### config.mk
export PLATFORM = sky130hd
export DESIGN_NAME = alu_seq
export DESIGN_NICKNAME = d
export VERILOG_FILES = /design/src/rtl/alu_seq_pkg.sv /design/src/rtl/seq_multiplier.sv /design/src/rtl/alu_seq.sv
export SDC_FILE = /design/constraint.sdc
export NUM_CORES = 1
export LEC_CHECK = 0
export CAP_MARGIN = 20
export CORE_MARGIN = 1.5
export CORE_UTILIZATION = 57
export CTS_BUF_LIST = sky130_fd_sc_hd__clkbuf_4 sky130_fd_sc_hd__clkbuf_8 sky130_fd_sc_hd__clkbuf_16
export CTS_CLUSTER_SIZE = 30
export DETAILED_ROUTE_END_ITERATION = 10
export GPL_TIMING_DRIVEN = 0
export PLACE_DENSITY_LB_ADDON = 0.05
export SLEW_MARGIN = 20
export SYNTH_ARGS = -nofsm -noshare
export SYNTH_HDL_FRONTEND = slang
export SYNTH_SLANG_ARGS = --single-unit
### constraint.sdc
create_clock -name Clock -period 3.3 [get_ports Clock]
set_clock_uncertainty 0.05 [all_clocks]
set_input_delay 0.66 -clock Clock [delete_from_list [all_inputs] [get_ports Clock]]
set_output_delay 0.66 -clock Clock [all_outputs]
set_load 0.02 [all_outputs]
### src/rtl/alu_seq_pkg.sv
// Shared types for the registered sequential ALU and its shift-add multiplier.
package alu_seq_pkg;

  typedef enum logic [2:0] {
    FN_ADD  = 3'b000,
    FN_ORR  = 3'b001,
    FN_ANDR = 3'b010,
    FN_CAT  = 3'b011,
    FN_MUL  = 3'b100,
    FN_ACC  = 3'b101,
    FN_CLR  = 3'b110,
    FN_RSV  = 3'b111
  } func_t;

  typedef enum logic {
    S_IDLE = 1'b0,
    S_MUL  = 1'b1
  } state_t;

endpackage

### src/rtl/seq_multiplier.sv
// Iterative unsigned shift-add multiplier: one partial-product step per cycle, N steps per product.
module seq_multiplier #(
  parameter int unsigned N = 4
) (
  input  logic             Clock,
  input  logic             Reset_b,
  input  logic             start,
  input  logic [N-1:0]     a,
  input  logic [N-1:0]     b,
  output logic             busy,
  output logic             done,
  output logic [2*N-1:0]   product
);

  localparam int unsigned CW = $clog2(N + 1);
  localparam logic [CW-1:0] CountInit = CW'(N);
  localparam logic [CW-1:0] CountOne  = CW'(1);

  logic [2*N-1:0] mcand_q;
  logic [N-1:0]   mplier_q;
  logic [2*N-1:0] partial_q;
  logic [2*N-1:0] partial_d;
  logic [CW-1:0]  count_q;

  always_comb begin
    partial_d = partial_q + (mplier_q[0] ? mcand_q : '0);
  end

  assign busy    = (count_q != '0);
  // Final step: the product is taken from the adder so the caller can latch it on the same edge.
  assign done    = busy && (count_q == CountOne);
  assign product = partial_d;

  always_ff @(posedge Clock or negedge Reset_b) begin
    if (!Reset_b) begin
      mcand_q   <= '0;
      mplier_q  <= '0;
      partial_q <= '0;
      count_q   <= '0;
    end else if (start) begin
      mcand_q   <= {{N{1'b0}}, a};
      mplier_q  <= b;
      partial_q <= '0;
      count_q   <= CountInit;
    end else if (busy) begin
      mcand_q   <= mcand_q << 1;
      mplier_q  <= mplier_q >> 1;
      partial_q <= partial_d;
      count_q   <= count_q - CountOne;
    end
  end

endmodule

### src/rtl/alu_seq.sv
// Registered ALU with valid/ready input, accumulate/clear modes and an iterative multiplier.
module alu_seq
  import alu_seq_pkg::*;
#(
  parameter int unsigned N = 4
) (
  input  logic             Clock,
  input  logic             Reset_b,
  input  logic [N-1:0]     A,
  input  logic [N-1:0]     B,
  input  logic [2:0]       Function,
  input  logic             In_valid,
  output logic             In_ready,
  output logic [2*N-1:0]   ALUout,
  output logic             Out_valid,
  output logic             Overflow
);

  state_t         state_q, state_d;
  logic [2*N-1:0] aluout_q, aluout_d;
  logic           overflow_q, overflow_d;
  logic           out_valid_q, out_valid_d;

  logic           mul_start;
  logic           mul_busy;
  logic           mul_done;
  logic [2*N-1:0] mul_product;

  func_t          fn;
  logic [2*N-1:0] add_sum;
  logic [2*N:0]   acc_sum;

  assign fn      = func_t'(Function);
  assign add_sum = {{N{1'b0}}, A} + {{N{1'b0}}, B};
  // ACC reads the result register as it stood before the edge, so chained ACCs compose.
  assign acc_sum = {1'b0, aluout_q} + {{(N + 1){1'b0}}, A};

  seq_multiplier #(
    .N(N)
  ) u_mul (
    .Clock   (Clock),
    .Reset_b (Reset_b),
    .start   (mul_start),
    .a       (A),
    .b       (B),
    .busy    (mul_busy),
    .done    (mul_done),
    .product (mul_product)
  );

  always_comb begin
    state_d     = state_q;
    aluout_d    = aluout_q;
    overflow_d  = overflow_q;
    out_valid_d = 1'b0;
    mul_start   = 1'b0;

    unique case (state_q)
      S_IDLE: begin
        if (In_valid) begin
          unique case (fn)
            FN_ADD: begin
              aluout_d    = add_sum;
              overflow_d  = 1'b0;
              out_valid_d = 1'b1;
            end
            FN_ORR: begin
              aluout_d    = {{(2 * N - 1){1'b0}}, |{A, B}};
              out_valid_d = 1'b1;
            end
            FN_ANDR: begin
              aluout_d    = {{(2 * N - 1){1'b0}}, &{A, B}};
              out_valid_d = 1'b1;
            end
            FN_CAT: begin
              aluout_d    = {A, B};
              out_valid_d = 1'b1;
            end
            FN_MUL: begin
              mul_start = 1'b1;
              state_d   = S_MUL;
            end
            FN_ACC: begin
              aluout_d    = acc_sum[2*N-1:0];
              overflow_d  = acc_sum[2*N];
              out_valid_d = 1'b1;
            end
            FN_CLR: begin
              aluout_d    = '0;
              overflow_d  = 1'b0;
              out_valid_d = 1'b1;
            end
            FN_RSV: begin
            end
          endcase
        end
      end
      S_MUL: begin
        if (mul_done) begin
          aluout_d    = mul_product;
          out_valid_d = 1'b1;
          state_d     = S_IDLE;
        end
      end
    endcase
  end

  always_ff @(posedge Clock or negedge Reset_b) begin
    if (!Reset_b) begin
      state_q     <= S_IDLE;
      aluout_q    <= '0;
      overflow_q  <= 1'b0;
      out_valid_q <= 1'b0;
    end else begin
      state_q     <= state_d;
      aluout_q    <= aluout_d;
      overflow_q  <= overflow_d;
      out_valid_q <= out_valid_d;
    end
  end

  assign In_ready  = (state_q == S_IDLE) && !mul_busy;
  assign ALUout    = aluout_q;
  assign Out_valid = out_valid_q;
  assign Overflow  = overflow_q;

endmodule

# After elaboration in Yosys (flattened, before gate mapping)
# Index checks and enable logic that the tools add are counted.
# totals
wordCells,59
out_inout_bits,11
register_bits,34
# classes
bitwise,1
n_reduce_logical,13
eq_ne,10
mux,23
add_sub_neg,4
# ops
op,n
$mux 8,7
$pmux 8 s6,1
$pmux 8 s2,1
$add 8x4->9,1
$eq 3x3->1 const B,3
$add 8x8->8,1
$mux 4,2
$reduce_and 8->1,1
$reduce_or 8->1,1
$mux 1,7
$ne 7x1->1 const B,1
$eq 3x1->1 const B,2
$eq 3x2->1 const B,2
$mux 3,2
$pmux 1 s2,3
$reduce_and 3->1,2
$reduce_or 6->1,1
$add 4x4->5,1
$reduce_bool 2->1,2
$logic_not 3->1,1
$reduce_bool 3->1,1
$sub 3x1->3 const B,1
$logic_and 1x1->1,2
$ne 2x1->1 const B,1
4 further kinds,4

# Depth between registers and ports, before layout
# logic_depth
word_depth,5
mapped_depth,9

# Hierarchy
# A second synthesis with hierarchy kept.
# hier_totals
hier_cells,288
hier_area_um2,2544.9
# modules_own_cells
mod,cells_each,n_inst,seq_area_each_um2,area_per_inst_um2
seq_multiplier,156,1,575.6,1401.3
alu_seq,132,1,275.3,1143.6

# Least setup slack after synthesis
# OpenSTA, ideal clock, no wires.
# synth_timing
kind,in2reg
startpoint,in A[0]
endpoint,"reg aluout_q[6], in the netlist ALUout[6]"
required_time_ps,3126
setup_time_ps,124
path_slack_ps,962
t_arrival_ps,2164
stages,8
path_cell_list,ha_1 > fa_1 > a21o_1 > a21o_1 > nand3_1 > xor2_1 > o21ai_0 > a211o_1
# synth_via
elab_chain_len,4
# synth_rtl
item,line_no,rtl
from (decl),alu_seq.sv:9,"input logic [N-1:0] A,"
$add 8x4->9,alu_seq.sv:36,"assign acc_sum = {1'b0, aluout_q} + {{(N + 1){1'b0}}, A};"
$pmux 8 s6,alu_seq.sv:61,unique case (fn)
$mux 8,alu_seq.sv:60,if (In_valid) begin
$pmux 8 s2,alu_seq.sv:58,unique case (state_q)
to (signal assigned),alu_seq.sv:116,aluout_q <= aluout_d;
to (decl),alu_seq.sv:20,"logic [2*N-1:0] aluout_q, aluout_d;"
# No other way between the ends. The select of a mux whose other input is x is not followed.
# A chain may end at the register's enable or synchronous reset.

# Worst setup path in the final report
# layout_timing
startpoint,reg u_mul.count_q[0]
endpoint,out In_ready
# layout_via
elab_chain_len,3
# layout_rtl
item,line_no,rtl
from (decl),seq_multiplier.sv:23,logic [CW-1:0] count_q;
from (signal assigned),seq_multiplier.sv:44,count_q <= CountInit;
from (signal assigned),seq_multiplier.sv:49,count_q <= count_q - CountOne;
$reduce_bool 3->1,seq_multiplier.sv:29,assign busy = (count_q != '0);
$logic_not 1->1,alu_seq.sv:122,assign In_ready = (state_q == S_IDLE) && !mul_busy;
$logic_and 1x1->1,alu_seq.sv:122,
to (decl),alu_seq.sv:13,"output logic In_ready,"
# No other way between the ends.

==> results by group <==
Place
  – Pre-CTS setup slack: 0.1954 ns
  – Count of input and output buffers: 24
  – Routability Congestion: 0.8653
  – Dpl hpwl: 4917 um

Clocking
  – Setup bufs post-CTS: 0
  – CTS Hold Buffers Added: 0
  – Clock transition at path regs: 0.08 ns
  – H-tree levels: 2
  – CTS Buf Count: 5
  – Bufs on Longest Clock Path: 2
  – Sink Count: 34
  – Root Buffer Master: clkbuf_8
  – Worst-skew pair later-pin latency: 0.29 ns
  – CTS tree: built
  – Resized cells post-CTS: 0

Layout
  – Area Overhead vs Synth: 16.79%
  – Share of cells above drive strength 1: 7.251%
  – Register area: 850.8 sq um
  – Area occupied by multi-input gates: 0.001589 sq mm
  – # fillers: 358
  – Most frequent cells in the layout: nand2_1 (43), dfrtp_1 (34), o21ai_0 (27)
  – Diode count: 0
  – Final Util: 68.71%
  – Nets: 365
  – Most common cell after layout, fill and taps aside: nand2_1

Global routing
  – Overflow after GRT: 0
  – Met3 GRT Util: 5.378%
  – GRT Resource Usage Total: 28.13%
  – Via count of the first global-routing pass: 2249
  – First-pass GRT wire length: 10780 um
  – Met1 Usage GRT: 39.91%
  – Initial antenna violation count: 0
  – M2 GR Usage: 43.70%
  – Largest net degree at the start of global routing: 23
  – Top Usage Layer GRT: met2

Synth
  – Synth cell types: 50
  – Mapped Cells: 298
  – Main flop type after synthesis: dfrtp_1
  – #FFs+latches synth: 34
  – Synthesized net count: 333
  – YS warnings: 0
  – Number of enable flip-flop cells after synthesis: 0
  – Post-synthesis sequential area ratio: 33.68%
  – Cell Area, Synth: 0.002526 sq mm
  – Syn_area_per_cell: 8.477 sq um
  – Post-synthesis async set-or-reset flop share: 100.0%

Power and ir drop
  – Total Power: 1.965 mW
  – Switching Share: 41.75%
  – Comb pwr share: 49.0%
  – Int Pwr: 1.145 mW
  – Max IR drop VDD: 0.0003673 V
  – Clock share of power: 17.0%
  – Pleak: 1.340 nW
  – Pwr dens: 666.1 mW/mm^2
  – NetSw: 0.8204 mW
  – Share of power burned in registers: 34.1%

Run
  – Max-Cap Viols: 0

Routing
  – Final wirelength: 6416 um
  – Vias per cell: 6.099
  – WL/cell: 16.75 um
  – Antenna-violating nets left: 0
  – Residual DRC: 0
  – First-pass DRT Iterations: 4
  – Initial drt markers: 200
  – Via count: 2336

STA
  – Final worst setup slack: 0.2272 ns
  – Min cycle time layout: 3.073 ns
  – Worst slew margin: 39.83%
  – Total negative slack: 0 ns
  – Final-report setup violation count: 0
  – Final hold violations: 0
  – Slew Limit Fails: 0
  – Final worst-path cycle share: 93.12%
  – Unrepaired setup endpoints after global routing: no
  – Worst-margin pin slew: 0.8957 ns
  – Maximum clock frequency: 325.4 MHz

Worst setup path
  – Worst r2r path cells: 9
  – CP max stage delay: 0.56 ns
  – CP Class: reg -> out
  – WP data required: 2.59 ns
  – CP Cell Sequence: inv_1, ha_1, nand2b_1, clkbuf_1, clkbuf_2, nor2_1, clkdlybuf4s50_1
  – CP Max Fanout: 10
  – R2r startpoint: u_mul.mplier_q[0]
  – Worst r2r dst: ALUout[6]
  – Critical path arrival: 2.36 ns
  – Crit path capture type: output port
  – CP max stage cell: clkdlybuf4s50_1
  – Worst Setup Start Kind: register
  – Reg2reg setup slack: 0.74 ns

Outcome
  – Outcome: complete, no violations

Floorplan
  – Die area: 0.004840 sq mm
  – Core Area: 0.004294 sq mm
  – FP Rows: 24
  – Height of the die: 69.57 um
  – Die X: 69.57 um
  – Io pins: 25
  – Initial Util: 58.83%

Hold path
  – Hold WC Path Type: in -> async
==> final cells by class <==
| class | instances | area share [%] |
|---|---|---|
| plain buffers | 13 | 2.205 |
| clock inverters | 1 | 0.1696 |
| well taps | 52 | 2.205 |
| multi-input cells | 245 | 53.86 |
| repair buffers | 25 | 8.906 |
| flip-flops and latches | 34 | 28.84 |
| inverters | 6 | 0.7634 |
| clock buffers | 7 | 3.053 |
==> synthesized netlist by cell type, drive strengths merged, types with 2 or more instances <==
cell	n	share of area, %
nand4	3	0.74
nand3	8	1.6
a21oi	23	4.6
nor3	7	1.4
nor4	3	0.74
nor2b	6	1.6
mux2i	10	4.0
xor2	4	1.4
xnor2	7	2.4
nand2	43	6.4
a211oi	10	3.0
fa	3	2.4
dfrtp	34	34
nor2	21	3.1
and2	10	2.5
inv	6	0.89
a21o	9	2.7
o21ai	27	5.3
or3	3	0.79
nand2b	3	0.74
a221o	2	0.79
o21a	2	0.59
buf	5	1.3
ha	18	8.9
nor4b	2	0.69
clkbuf	8	1.2
a31oi	3	0.74
or2	2	0.50
==> worst max-delay path by stage <==
| stage | cells past startpoint | end | start | slack (ns) |
|---|---|---|---|---|
| global placement | 9 | ALUout[6] | A[0] | 0.21 |
| CTS | 7 | In_ready | u_mul.count_q[0] | 0.12 |
| floorplan | 8 | ALUout[6] | A[0] | 0.96 |
| detailed placement | 9 | ALUout[6] | A[0] | 0.20 |
| finish | 7 | In_ready | u_mul.count_q[0] | 0.23 |
| global route | 7 | In_ready | u_mul.count_q[0] | 0.13 |
==> power by group through the flow <==
stage | combinational, mW | clock [mW] | sequential [mW]
3_3_place_gp | 0.916 | 0 | 0.668
5_1_grt | 1.06 | 0.356 | 0.690
3_5_place_dp | 0.945 | 0 | 0.676
4_1_cts | 0.952 | 0.334 | 0.667
2_1_floorplan | 0.601 | 0 | 0.696
6_report | 0.962 | 0.333 | 0.670
==> per-layer routing <==
| layer | wire (um) | part of all wire [%] | vias to the layer above |
|---|---|---|---|
| li1 | - | - | 1133 |
| met4 | 121 | 1.9 | 0 |
| met5 | 0 | 0 | - |
| met2 | 2941 | 46 | 75 |
| met1 | 3049 | 48 | 1113 |
| met3 | 304 | 4.7 | 15 |
==> kinds of logic after synthesis <==
logic type	count (synthesis)	share of synthesized area (%)
muxes	10	3.963
adders and majority gates	21	11.29
buffers and inverters	19	3.417
DFF	34	33.68
and+or+nand+nor	116	22.34
AOI/OAI and AO/OA	87	21.50
xor gates and xnor gates	11	3.814
==> flip-flops by register name, summed over array words and instances, names as in the netlist <==
register	cells
u_mul.mplier_q	4
u_mul.partial_q	8
u_mul.count_q	3
Out_valid	1
ALUout	8
u_mul.mcand_q	8
state_q	1
Overflow	1
==> worst max-delay path: cells and delay by family, from the launching register on <==
family                   cells  cell delay [ns]
buffers and inverters        4             1.33
flip-flops                   1             0.35
adder cells (fa/ha/maj)      1             0.24
AND/OR/NAND/NOR              2             0.14
==> through the flow <==
step	instance area, sq um	cells	hold slack (ns)
floorplan	2526	298	0.3144
global placement	2831	374	0.4532
detailed placement	2854	375	0.4534
CTS	2949	383	0.2368
global route	2950	383	0.2366
finish	2950	383	0.2213
Note: power is estimated with default switching activity, not from simulation.
